==> src/rtl/doppler_estimator.sv <==
// Purpose : measures the frequency of a returned tone by timing NPER rising zero
//           crossings and converts it to a 32-bit phase-increment word
//           FTW = floor(NPER * 2^32 / S) with a 32-step restoring divider.
// Latency : ftw/ftw_valid update 33 clocks after the edge that accepts the
//           window-closing sample; busy is high for the 32 clocks in between.
// Flow    : samples are taken only when sample_valid is high; the divider runs
//           on its own. A window closing while the divider is busy is dropped
//           and flagged on overrun.
// Ports   : M100CLK      - system clock, all logic on posedge
//           reset        - synchronous, active-high
//           sample_in    - 17-bit signed sample
//           sample_valid - sample_in accepted on this edge
//           ftw          - last completed frequency word, held between updates
//           ftw_valid    - one-cycle pulse when ftw updates
//           busy         - divider iterating
//           overrun      - one-cycle pulse, window closed while divider busy
//           timeout      - one-cycle pulse, S saturated before window closed
module doppler_estimator #(
  parameter int NPER  = 16,
  parameter int CNT_W = 24,
  parameter int HYST  = 256
) (
  input  logic        M100CLK,
  input  logic        reset,
  input  logic [16:0] sample_in,
  input  logic        sample_valid,
  output logic [31:0] ftw,
  output logic        ftw_valid,
  output logic        busy,
  output logic        overrun,
  output logic        timeout
);

  typedef enum logic {IDLE, MEASURE} state_t;

  localparam logic signed [17:0] NEG_HYST = 18'(-HYST);
  localparam logic [CNT_W-1:0]   NPER_C   = CNT_W'(NPER);
  localparam logic [CNT_W-1:0]   S_MAX    = '1;
  localparam logic [CNT_W:0]     REM_INIT = (CNT_W+1)'(NPER);
  localparam logic [5:0]         LAST_BIT = 6'd32;

  state_t           state;
  logic             arm;
  logic [CNT_W-1:0] cnt;
  logic [CNT_W-1:0] s;

  logic [CNT_W-1:0] div;
  logic [CNT_W:0]   rem;
  logic [31:0]      quot;
  logic [5:0]       bitcnt;

  // Sample classification
  logic             below;
  logic             crossing;
  logic [CNT_W-1:0] s_next;
  logic [CNT_W-1:0] cnt_next;
  logic             close_win;
  logic             div_free;
  logic             load;

  assign below    = $signed({sample_in[16], sample_in}) < NEG_HYST;
  assign crossing = sample_valid && arm && !sample_in[16];
  assign s_next   = s + CNT_W'(1);
  assign cnt_next = cnt + CNT_W'(1);

  // The closing crossing is the NPER-th crossing counted inside MEASURE.
  assign close_win = (state == MEASURE) && crossing && (cnt_next == NPER_C);

  // On the edge where the divider delivers its result it can already accept
  // a new load, so a window closing exactly then is not an overrun.
  assign div_free = !busy || (bitcnt == LAST_BIT);
  assign load     = close_win && div_free;

  // Divider step: shift, trial-subtract, restore on borrow.
  logic [CNT_W:0] rem_sh;
  logic           rem_ge;
  always_comb begin
    rem_sh = {rem[CNT_W-1:0], 1'b0};
    rem_ge = rem_sh >= {1'b0, div};
  end

  // Crossing detector and measurement FSM
  always_ff @(posedge M100CLK) begin
    if (reset) begin
      state   <= IDLE;
      arm     <= 1'b0;
      cnt     <= '0;
      s       <= '0;
      overrun <= 1'b0;
      timeout <= 1'b0;
    end else begin
      overrun <= 1'b0;
      timeout <= 1'b0;
      if (sample_valid) begin
        if (crossing)
          arm <= 1'b0;
        else if (below)
          arm <= 1'b1;

        case (state)
          IDLE: begin
            if (crossing) begin
              state <= MEASURE;
              s     <= '0;
              cnt   <= '0;
            end
          end
          MEASURE: begin
            if (close_win) begin
              // The closing crossing also opens the next window.
              s   <= '0;
              cnt <= '0;
              if (!div_free)
                overrun <= 1'b1;
            end else if (s_next == S_MAX) begin
              timeout <= 1'b1;
              state   <= IDLE;
              s       <= '0;
              cnt     <= '0;
            end else begin
              s <= s_next;
              if (crossing)
                cnt <= cnt_next;
            end
          end
          default: state <= IDLE;
        endcase
      end
    end
  end

  // Restoring divider: NPER * 2^32 / S, one quotient bit per clock, MSB first.
  always_ff @(posedge M100CLK) begin
    if (reset) begin
      busy      <= 1'b0;
      bitcnt    <= '0;
      rem       <= '0;
      div       <= '0;
      quot      <= '0;
      ftw       <= '0;
      ftw_valid <= 1'b0;
    end else begin
      ftw_valid <= 1'b0;
      if (busy) begin
        if (bitcnt == LAST_BIT) begin
          ftw       <= quot;
          ftw_valid <= 1'b1;
          busy      <= 1'b0;
        end else begin
          rem    <= rem_ge ? (rem_sh - {1'b0, div}) : rem_sh;
          quot   <= {quot[30:0], rem_ge};
          bitcnt <= bitcnt + 6'd1;
        end
      end
      // Divisor includes the closing sample, hence s_next.
      if (load) begin
        rem    <= REM_INIT;
        div    <= s_next;
        quot   <= '0;
        bitcnt <= '0;
        busy   <= 1'b1;
      end
    end
  end

endmodule

==> config.mk <==
export PLATFORM = sky130hd
export DESIGN_NAME = doppler_estimator
export DESIGN_NICKNAME = d
export VERILOG_FILES = /design/src/rtl/doppler_estimator.sv
export SDC_FILE = /design/constraint.sdc
export NUM_CORES = 1
export LEC_CHECK = 0
export ABC_AREA = 0
export CELL_PAD_IN_SITES_DETAIL_PLACEMENT = 1
export CELL_PAD_IN_SITES_GLOBAL_PLACEMENT = 2
export CORE_ASPECT_RATIO = 0.9
export CORE_MARGIN = 5
export CORE_UTILIZATION = 39
export DETAILED_ROUTE_END_ITERATION = 8
export GPL_TIMING_DRIVEN = 0
export PLACE_DENSITY = 0.95
export SETUP_SLACK_MARGIN = 0.15
export SLEW_MARGIN = 5
export SYNTH_ARGS = -nofsm -noshare
export SYNTH_HDL_FRONTEND = slang
export SYNTH_SLANG_ARGS = --single-unit
export TNS_END_PERCENT = 5
==> constraint.sdc <==
create_clock -name M100CLK -period 5.2 [get_ports M100CLK]
set_input_delay 1.04 -clock M100CLK [delete_from_list [all_inputs] [get_ports M100CLK]]
set_output_delay 1.04 -clock M100CLK [all_outputs]
set_load 0.01 [all_outputs]
==> results of run 1 <==
==> critical path, delay by kind of cell (launching register included) <==
family          cells  cell delay, ns
compound gates      2            0.40
xor+xnor            1            0.46
buf+inv             2            0.80
flops               1            0.36
simple gates        5            1.80
==> registers in the layout, summed over array words and instances, names as in the netlist <==
name       flops
rem           24
quot          32
state          1
timeout        1
busy           1
div           24
overrun        1
ftw_valid      1
s             24
cnt           24
ftw           32
arm            1
bitcnt         6
==> worst min path at each step <==
stage	from	endpoint	slack (ns)	cells after the start
floorplan	quot[31]	ftw[31]	0.43	2
global placement	ftw[8]	ftw[8]	0.44	2
detailed placement	quot[31]	ftw[31]	0.45	2
CTS	quot[31]	ftw[31]	0.46	2
global route	quot[31]	ftw[31]	0.48	2
finish	quot[31]	ftw[31]	0.46	2
==> placed cells by master (no fill, tap or decap), types with 20 or more instances in the layout <==
master	netlist	layout
inv_1	53	53
and3_1	21	21
a211oi_1	32	32
o21ai_0	23	23
xor2_1	24	24
xnor2_1	20	20
nand2_1	192	192
clkdlybuf4s50_1	0	46
nand4_1	28	28
ha_1	30	30
clkbuf_1	55	55
a31oi_1	51	51
mux2i_1	36	36
nor2_1	97	97
a21oi_1	104	104
nand3_1	55	55
dfxtp_1	172	172
==> layout make-up <==
| class | instances | share of cell area |
|---|---|---|
| Multi-Input combinational cell | 925 | 0.502 |
| Sequential cell | 172 | 0.306 |
| Timing Repair Buffer | 46 | 0.0410 |
| Buffer | 92 | 0.0384 |
| Clock buffer | 17 | 0.0379 |
| Tap cell | 336 | 0.0374 |
| Clock inverter | 15 | 0.0194 |
| Inverter | 53 | 0.0177 |
==> report_power, final <==
| group | leakage [nW] | switching, mW | internal, mW |
|---|---|---|---|
| logic | 2.45 | 0.0570 | 0.0206 |
| registers | 1.38 | 0.00118 | 1.32 |
| clock network | 0.310 | 0.710 | 0.680 |
==> synthesized netlist by cell type (10+ instances only) <==
cell and count:
nor4_1 14, nand4_1 28, nor3_1 19, nand3_1 55, nand2_1 192, and2_1 10, a21oi_1 104, buf_4 10
a21o_1 10, inv_1 53, clkbuf_1 55, buf_2 19, xor2_1 24, ha_1 30, a31oi_1 51, nor2b_1 10
mux2i_1 36, nor2_1 97, or3_1 12, dfxtp_1 172, nand3b_1 14, and3_1 21, a211oi_1 32, o21ai_0 23
xnor2_1 20
==> cell families after synthesis <==
group | after synthesis | share of synthesized area
AO/OA/AOI/OAI | 294 | 0.197
XOR/XNOR | 44 | 0.0397
adder cells (fa/ha/maj) | 31 | 0.0407
buffers and inverters | 145 | 0.0649
flip-flops | 172 | 0.354
multiplexers | 40 | 0.0417
AND/OR/NAND/NOR | 516 | 0.261
==> per-stage QoR <==
stage | area (µm²) | setup WS, ns | total power, mW | std cells
after floorplan | 9710 | 2.24 | 1.39 | 1242
final | 11200 | 1.26 | 2.79 | 1656
after global placement | 10600 | 0.962 | 1.43 | 1624
after CTS | 11200 | 1.31 | 2.80 | 1656
after global routing | 11200 | 0.986 | 2.88 | 1656
after detailed placement | 10600 | 0.857 | 1.43 | 1624
==> routing by layer <==
layer,vias to the layer above,track usage,routed length [µm]
met3,34,0.0317,1250
met2,204,0.347,14000
met4,0,0.0584,545
met1,4571,0.311,15000
li1,4573,-,-
met5,-,0,0
==> qor.yml, run 1 <==
finish:
  nNetsFinal: 1358
  multi_input_area_um2: 5640
  area_delta_synth_final_pct: 15.7
  diodes: 0
  utilization: 0.461
  final_layout_size_suffix_gt1_frac: 0.0682
  fill_cells: 3042
  regArea_um2: 3440
floorplanning:
  core_um2: 24400
  die_w_um: 176
  initial_core_util: 0.398
  io_pins: 56
  die_y_um: 160
  die_area_um2: 28200
  std_cell_rows: 54
synth:
  syn_nets: 1293
  async_flop_share: 0
  ys_types: 75
  yosys-top-cells-area: "dfxtp_1, nand2_1, a21oi_1"
  syn_avg_cell_area_um2: 7.82
  netlist_area_um2: 9710
  ys.flop_type: "dfxtp_1"
  synth_area_leader_cell: "dfxtp_1"
  ys_warn_count: 0
  synth_seq_cells: 172
  syn_inst: 1242
  synth_top_area_frac: 0.354
  yosysSeqAreaShare: 0.354
  synth-edff-count: 0
worst_setup_path:
  crit_chain: "clkbuf_1, nand4_1, nor4_1, xor2_1, o2111ai_1, nor4_1, nor2_1, nand2_1, clkbuf_1, a31oi_1"
  crit_arrival_ns: 4.24
  setup.worst_path.end: "cnt[21]"
  cp-startpoint: "s[1]"
  cp_max_fo: 10
  cp_data_required_time_ns: 5.51
  reg2reg_from: "s[1]"
  reg2regPathDepth: 10
  reg2reg_to: "cnt[21]"
  cpMaxStageDelayCell: "nor4_1"
  start_kind: "flip-flop"
  reg2reg_slack_ns: 1.26
  path_class: "reg -> reg"
  slowest_delay_ns: 0.59
  worst_setup_path_end_kind: "flip-flop"
cts:
  cts-root-buf: "clkbuf_16"
  cts_buffers: 17
  cts.sink_count: 172
  post-cts-setup-buffers: 0
  h-tree-depth: 4
  worstSkewPairLatency_ns: 0.45
  hold_buffers: 0
  cts_buffer_depth: 2
  ctsResizeCount: 0
  cts_tree: "yes"
  path_clk_slew_ns: 0.09
sta:
  fmax_mhz: 254
  fin_tns_setup_ns: 0
  rsz0062_at_grt: "no"
  finClkSkew_ns: 0.0156
  slew_viol_final: 0
  hold_slack_ns: 0.456
  final-hold-violation-count: 0
  fin_crit_ns: 3.94
  maxSlewHeadroom: 0.178
  period_share: 0.757
  worst_slew_pin_slew_ns: 1.22
  finalSetupViolCount: 0
routing:
  ant_nets: 0
  drt_drc_violations_left: 0
  via_per_inst: 5.67
  wl_per_cell_um: 18.6
  num_vias: 9382
  drtIter0Drc: 661
  wl_um: 30800
  dr.pass1.iters: 5
place:
  io_buffers: 46
  hpwl_um: 22300
  finalWeightedCongestion: 0.888
grt:
  grt_pass1_vias: 9553
  grt_usage: 0.219
  overflow: 0
  antenna_found_initial: 0
  grt_pass1_wl_um: 50700
  grt_max_degree: 23
run:
  cap_violations: 0
hold_path:
  worstHoldPathType: "reg -> reg"
pwr:
  ir_worst_vdd_mv: 0.210
  p_per_area_nw_per_um2: 248
  leakagePower_nw: 4.15
status:
  status: "finished, final reports clean"
No activity file was read; power rests on OpenSTA's default activity.
==> inputs of run 2 (changes only) <==
CORE_UTILIZATION = 36   (was 39)
PLACE_DENSITY = 0.92   (was 0.95)
clock period = 3.8 ns   (was 5.2 ns; I/O delays follow)
==> run 2 against run 1 <==
Against the previous run: clock power up 37%; combinational power up 39%; worst setup slack worse by 1.1 ns; hold slack better by 0.00097 ns; total power up 37%; register-to-register slack worse by 1.1 ns; cell count up 1.4%; die area up 7.8%; core utilization down 3.5 points; global-route usage down 1.6 points; critical path depth up 1; critical endpoint unchanged; highest routed layer unchanged.
==> qor.yml, run 2 (same netlist as run 1, synthesis figures left out) <==
status:
  status: "finished, final reports clean"
grt:
  antenna_found_initial: 0  # unchanged
  grt_pass1_wl_um: 50800  # +0.11%
  overflow: 0  # unchanged
  grt_max_degree: 23  # unchanged
  grt_usage: 0.202  # -0.0165
  grt_pass1_vias: 9635  # +0.86%
worst_setup_path:
  crit_chain: "ha_1, buf_2, nand3_2, nor4_1, xor2_1, o2111ai_2, nor4_2, nor2_1, nand2_1, clkbuf_2, a31oi_1"
  worst_setup_path_end_kind: "flip-flop"
  cp_max_fo: 10  # unchanged
  cp_data_required_time_ns: 4.12  # -1.39 ns
  crit_family: "simple AND/OR/NAND/NOR gates"
  cpMaxStageDelayCell: "nor4_2"
  crit_arrival_ns: 3.98  # -0.26 ns
  slowest_delay_ns: 0.46  # -0.13 ns
  path_class: "reg -> reg"
  cp.buffers_inverters: 2  # unchanged
  start_kind: "flip-flop"
place:
  io_buffers: 46  # unchanged
  hpwl_um: 22400  # +0.30%
  finalWeightedCongestion: 0.859  # -3.3%
sta:
  final-hold-violation-count: 0  # unchanged
  fin_crit_ns: 3.66  # -0.275 ns
  maxSlewHeadroom: 0.126  # -0.0519
  finClkSkew_ns: 0.0191  # +0.00354 ns
  fmax_mhz: 273  # +7.5%
  worst_slew_pin_slew_ns: 1.30  # +0.0772 ns
  rsz0062_at_grt: "yes"
  finalSetupViolCount: 0  # unchanged
  period_share: 0.963  # +0.206
  slew_viol_final: 0  # unchanged
pwr:
  p_per_area_nw_per_um2: 335  # +35%
  clockPowerShare: 0.499  # about the same
  seqPwrFrac: 0.472  # about the same
  leakagePower_nw: 4.25  # +2.5%
  internal-power_mw: 2.76  # +37%
  power_switching_mw: 1.06  # +38%
  power.share.switching: 0.277  # +0.00125
  ir_worst_vdd_mv: 0.268  # +28%
  finalPower_mw: 3.82  # +37%
  power.share.combinational: 0.028  # about the same
cts:
  cts_buffer_depth: 2  # unchanged
  cts.sink_count: 172  # unchanged
  cts-root-buf: "clkbuf_16"
  hold_buffers: 0  # unchanged
  cts_buffers: 17  # unchanged
  cts_tree: "yes"
  h-tree-depth: 4  # unchanged
  worstSkewPairLatency_ns: 0.45  # about the same
  path_clk_slew_ns: 0.08  # about the same
floorplanning:
  die_area_um2: 30400  # +7.8%
  die_y_um: 166  # +3.8%
  die_w_um: 183  # +3.9%
  core_um2: 26800  # +9.9%
  io_pins: 56  # unchanged
  std_cell_rows: 57  # +5.6%
  initial_core_util: 0.362  # -0.0360
hold_path:
  worstHoldPathType: "reg -> reg"
finish:
  reg_top3: "ftw: 32 flops, quot: 32 flops"
  layout_common_cells: "nand2_1, dfxtp_1, a21oi_1, nor2_1"
  utilization: 0.425  # -0.0353
  nNetsFinal: 1363  # +0.37%
  final_layout_size_suffix_gt1_frac: 0.0830  # +0.0148
  mostFrequentLayoutCell: "nand2_1"
  area_delta_synth_final_pct: 17.4
  diodes: 0  # unchanged
routing:
  dr.pass1.iters: 5  # unchanged
  drtIter0Drc: 589  # -11%
  drt_drc_violations_left: 0  # unchanged
  ant_nets: 0  # unchanged
  num_vias: 9403  # +0.22%
  via_per_inst: 5.60  # -1.1%
  wl_um: 31000  # +0.91%
  wl_per_cell_um: 18.5  # -0.47%
run:
  cap_violations: 0  # unchanged
## run 2: changes by cell type in the layout (fill, tap and decap cells not counted), moves of 2 or more
cell / change
buf_4: +5
clkbuf_1: -4
clkbuf_2: +3
inv_12: +2
nand3_1: -2
nor3_1: -2
nor3_2: +2
nor4_1: -3
nor4_4: +3
## run 2: per-layer routing
| metal | up-vias | part of all wire | global-route usage | wire length, µm |
|---|---|---|---|---|
| met1 | 4612 | 0.49 | 0.284 | 15200 |
| li1 | 4589 | - | - | - |
| met4 | 0 | 0.016 | 0.0547 | 498 |
| met2 | 167 | 0.46 | 0.319 | 14200 |
| met3 | 35 | 0.039 | 0.0379 | 1220 |
| met5 | - | 0 | 0 | 0 |
## run 2: path summary, 6_finish.rpt
check	end	startpoint	cells after the start	slack [ns]
worst max-delay path	cnt[21]	s[1]	11	0.14
worst min-delay path	ftw[25]	ftw[25]	2	0.46
worst max register to register	cnt[21]	s[1]	11	0.14
worst min register to register	ftw[25]	ftw[25]	2	0.46
## run 2: power by group through the flow
stage	Sequential, mW	Clock [mW]	Combinational, mW
6_report	1.80	1.91	0.108
5_1_grt	1.80	2.03	0.117
4_1_cts	1.80	1.95	0.107
3_5_place_dp	1.85	0	0.107
3_3_place_gp	1.85	0	0.105
2_1_floorplan	1.85	0	0.0578
## run 2: repair_timing
item                       CTS  global route
setup endpoints to repair   83           129
gates resized for setup      3            21
buffers inserted             0             5
pin swaps                    0             3
## run 2: metrics by stage
stage | setup TNS (ns) | cell area (µm²) | cells | setup WS [ns] | hold WS (ns)
floorplan | 0 | 9710 | 1242 | 0.863 | 0.432
global placement | -8.14 | 10600 | 1642 | -0.193 | 0.440
detailed placement | -12.27 | 10600 | 1642 | -0.253 | 0.450
CTS | 0 | 11300 | 1674 | 0.0379 | 0.462
global route | -0.468 | 11400 | 1679 | -0.0713 | 0.478
finish | 0 | 11400 | 1679 | 0.140 | 0.457
## run 2: layout make-up
type | count | area [µm²]
Inverter | 53 | 199
Sequential cell | 172 | 3440
Multi-Input combinational cell | 925 | 5750
Buffer | 92 | 435
Clock buffer | 17 | 425
Tap cell | 354 | 443
Timing Repair Buffer | 51 | 498
Fill cell | 3331 | 15400
Clock inverter | 15 | 219
## run 2: worst register-to-register path: cells and delay by family (launching register included)
family                   cells  cell delay, ns
AND/OR/NAND/NOR              5            1.60
buffers and inverters        2            0.57
XOR/XNOR                     1            0.44
AO/OA/AOI/OAI                2            0.42
flip-flops                   1            0.36
adder cells (fa/ha/maj)      1            0.15
==> inputs of run 3 (changes only) <==
SETUP_SLACK_MARGIN = 0.5   (was 0.15)
clock period = 3.85 ns   (was 3.8 ns; I/O delays follow)
==> run 3 against run 2 <==
Against the previous run: count of clock-buffer cells in the layout unchanged; first-iteration DRC count grew 1.9%; critical path type unchanged; worst setup slack gained 0.38 ns; global-route usage grew 0.19 points; total power down 1.3%; die area did not move.
==> qor.yml, run 3 (same netlist as run 1, synthesis figures left out) <==
status:
  status: "finished, final reports clean"
worst_setup_path:
  crit_arrival_ns: 3.65  # -0.33 ns
  reg2reg_from: "s[0]"
  crit_top_cell: "buf_4"
  cp_max_fo: 9  # -1
  cp.buffers_inverters: 6  # +4
  cp_data_required_time_ns: 4.17  # +0.05 ns
  cp-startpoint: "s[0]"
  start_kind: "flip-flop"
  slowest_delay_ns: 0.41  # -0.05 ns
  crit_family: "compound AO/OA/AOI/OAI gates"
  crit_chain: "clkbuf_2, inv_1, ha_1, nand4_1, a2111o_1, a32oi_1, o2111ai_2, nor4_4, buf_4, buf_4, a211oi_4, buf_4, buf_4, a41oi_1, a31oi_1"
  worst_setup_path_end_kind: "flip-flop"
  cpMaxStageDelayCell: "a2111o_1"
  path_class: "reg -> reg"
place:
  place_area_um2: 10600  # unchanged
  hpwl_um: 22400  # unchanged
  finalWeightedCongestion: 0.859  # unchanged
  io_buffers: 46  # unchanged
cts:
  path_clk_slew_ns: 0.08  # about the same
  hold_buffers: 0  # unchanged
  cts_tree: "yes"
  h-tree-depth: 4  # unchanged
  cts_buffer_depth: 2  # unchanged
  cts_buffers: 17  # unchanged
  worstSkewPairLatency_ns: 0.45  # about the same
  cts.sink_count: 172  # unchanged
  cts-root-buf: "clkbuf_16"
floorplanning:
  std_cell_rows: 57  # unchanged
  die_area_um2: 30400  # unchanged
  initial_core_util: 0.362  # unchanged
  die_y_um: 166  # unchanged
  die_w_um: 183  # unchanged
  core_um2: 26800  # unchanged
  io_pins: 56  # unchanged
sta:
  fmax_mhz: 300  # +9.9%
  worst_slew_pin_slew_ns: 0.839  # -0.463 ns
  fin_crit_ns: 3.33  # -0.331 ns
  slew_viol_final: 0  # unchanged
  rsz0062_at_grt: "yes"
  period_share: 0.865  # -0.0985
  final-hold-violation-count: 0  # unchanged
  finClkSkew_ns: 0.0175  # -0.00156 ns
  finalSetupViolCount: 0  # unchanged
  maxSlewHeadroom: 0.435  # +0.309
grt:
  busiest_layer: "met2"
  grtUsageMet2: 0.323  # +0.00449
  antenna_found_initial: 0  # unchanged
  grt_pass1_wl_um: 51300  # +0.98%
  overflow: 0  # unchanged
  grt_pass1_vias: 9679  # +0.46%
  grt_usage: 0.204  # +0.00188
  grt_util_met3: 0.0355  # -0.00241
  grtUsageMet1: 0.287  # +0.00368
  grt_max_degree: 23  # unchanged
routing:
  dr.pass1.iters: 5  # unchanged
  num_vias: 9559  # +1.7%
  wl_per_cell_um: 18.7  # +1.3%
  ant_nets: 0  # unchanged
  wl_um: 31600  # +1.9%
  drtIter0Drc: 600  # +1.9%
  drt_drc_violations_left: 0  # unchanged
  via_per_inst: 5.66  # +1.0%
hold_path:
  worstHoldPathType: "reg -> reg"
  min_from: "ftw[25]"
finish:
  final_layout_size_suffix_gt1_frac: 0.110  # +0.0270
  multi_input_area_um2: 5910  # +2.8%
  nNetsFinal: 1374  # +0.81%
  area_delta_synth_final_pct: 20.4
  utilization: 0.436  # +0.0107
  layout_common_cells: "nand2_1, dfxtp_1, a21oi_1, nor2_1"
  reg_top3: "ftw: 32 flops, quot: 32 flops"
  fill_cells: 3312  # -0.57%
  mostFrequentLayoutCell: "nand2_1"
  regArea_um2: 3450  # about the same
  diodes: 0  # unchanged
  design_area_um2: 11700  # +2.5%
pwr:
  ir_worst_vdd_mv: 0.283  # +5.3%
  leakagePower_nw: 4.40  # +3.6%
  p_per_area_nw_per_um2: 322  # -3.7%
run:
  cap_violations: 0  # unchanged
==> run 3: worst min-delay path, stage by stage (launching register included) <==
cell	delay [ns]
dfxtp_1	0.31
nand2_1	0.05
a21oi_1	0.05
==> run 3: cell type report <==
cell class / count / area share
Clock inverter: 15 / 0.0187
Clock buffer: 17 / 0.0364
Sequential cell: 172 / 0.295
Multi-Input combinational cell: 925 / 0.505
Timing Repair Buffer: 62 / 0.0496
Inverter: 53 / 0.0170
Tap cell: 354 / 0.0379
Buffer: 92 / 0.0408
==> run 3: power breakdown <==
part | switching, mW | internal [mW]
Combinational | 0.0806 | 0.0301
Sequential | 0.00155 | 1.78
Clock | 0.962 | 0.919
==> run 3: what timing repair did <==
item	4_1_cts	5_1_grt
endpoints found under the setup margin	129	128
gates resized for setup	16	65
setup buffers	4	12
pin swaps	5	8
==> run 3: final timing paths <==
check,endpoint,slack [ns],cells after the start
hold reg to reg,ftw[25],0.46,2
setup reg to reg,cnt[23],0.52,15
setup / recovery,cnt[23],0.52,15
hold / removal,ftw[25],0.46,2
==> run 3: per-layer routing <==
layer / part of all wire / vias up / wire length, µm
li1: - / 4618 / -
met1: 0.48 / 4709 / 15300
met2: 0.46 / 193 / 14700
met3: 0.036 / 39 / 1120
met4: 0.015 / 0 / 486
met5: 0 / - / 0
==> run 3: stage by stage <==
stage / std cells / hold WS (ns) / total power [mW] / TNS [ns] / setup WS (ns)
floorplan: 1242 / 0.432 / 1.88 / 0 / 0.913
global placement: 1642 / 0.440 / 1.93 / -5.24 / -0.153
detailed placement: 1642 / 0.450 / 1.93 / -9.11 / -0.213
CTS: 1678 / 0.462 / 3.81 / 0 / 0.401
global route: 1690 / 0.478 / 3.90 / 0 / 0.428
finish: 1690 / 0.457 / 3.77 / 0 / 0.521
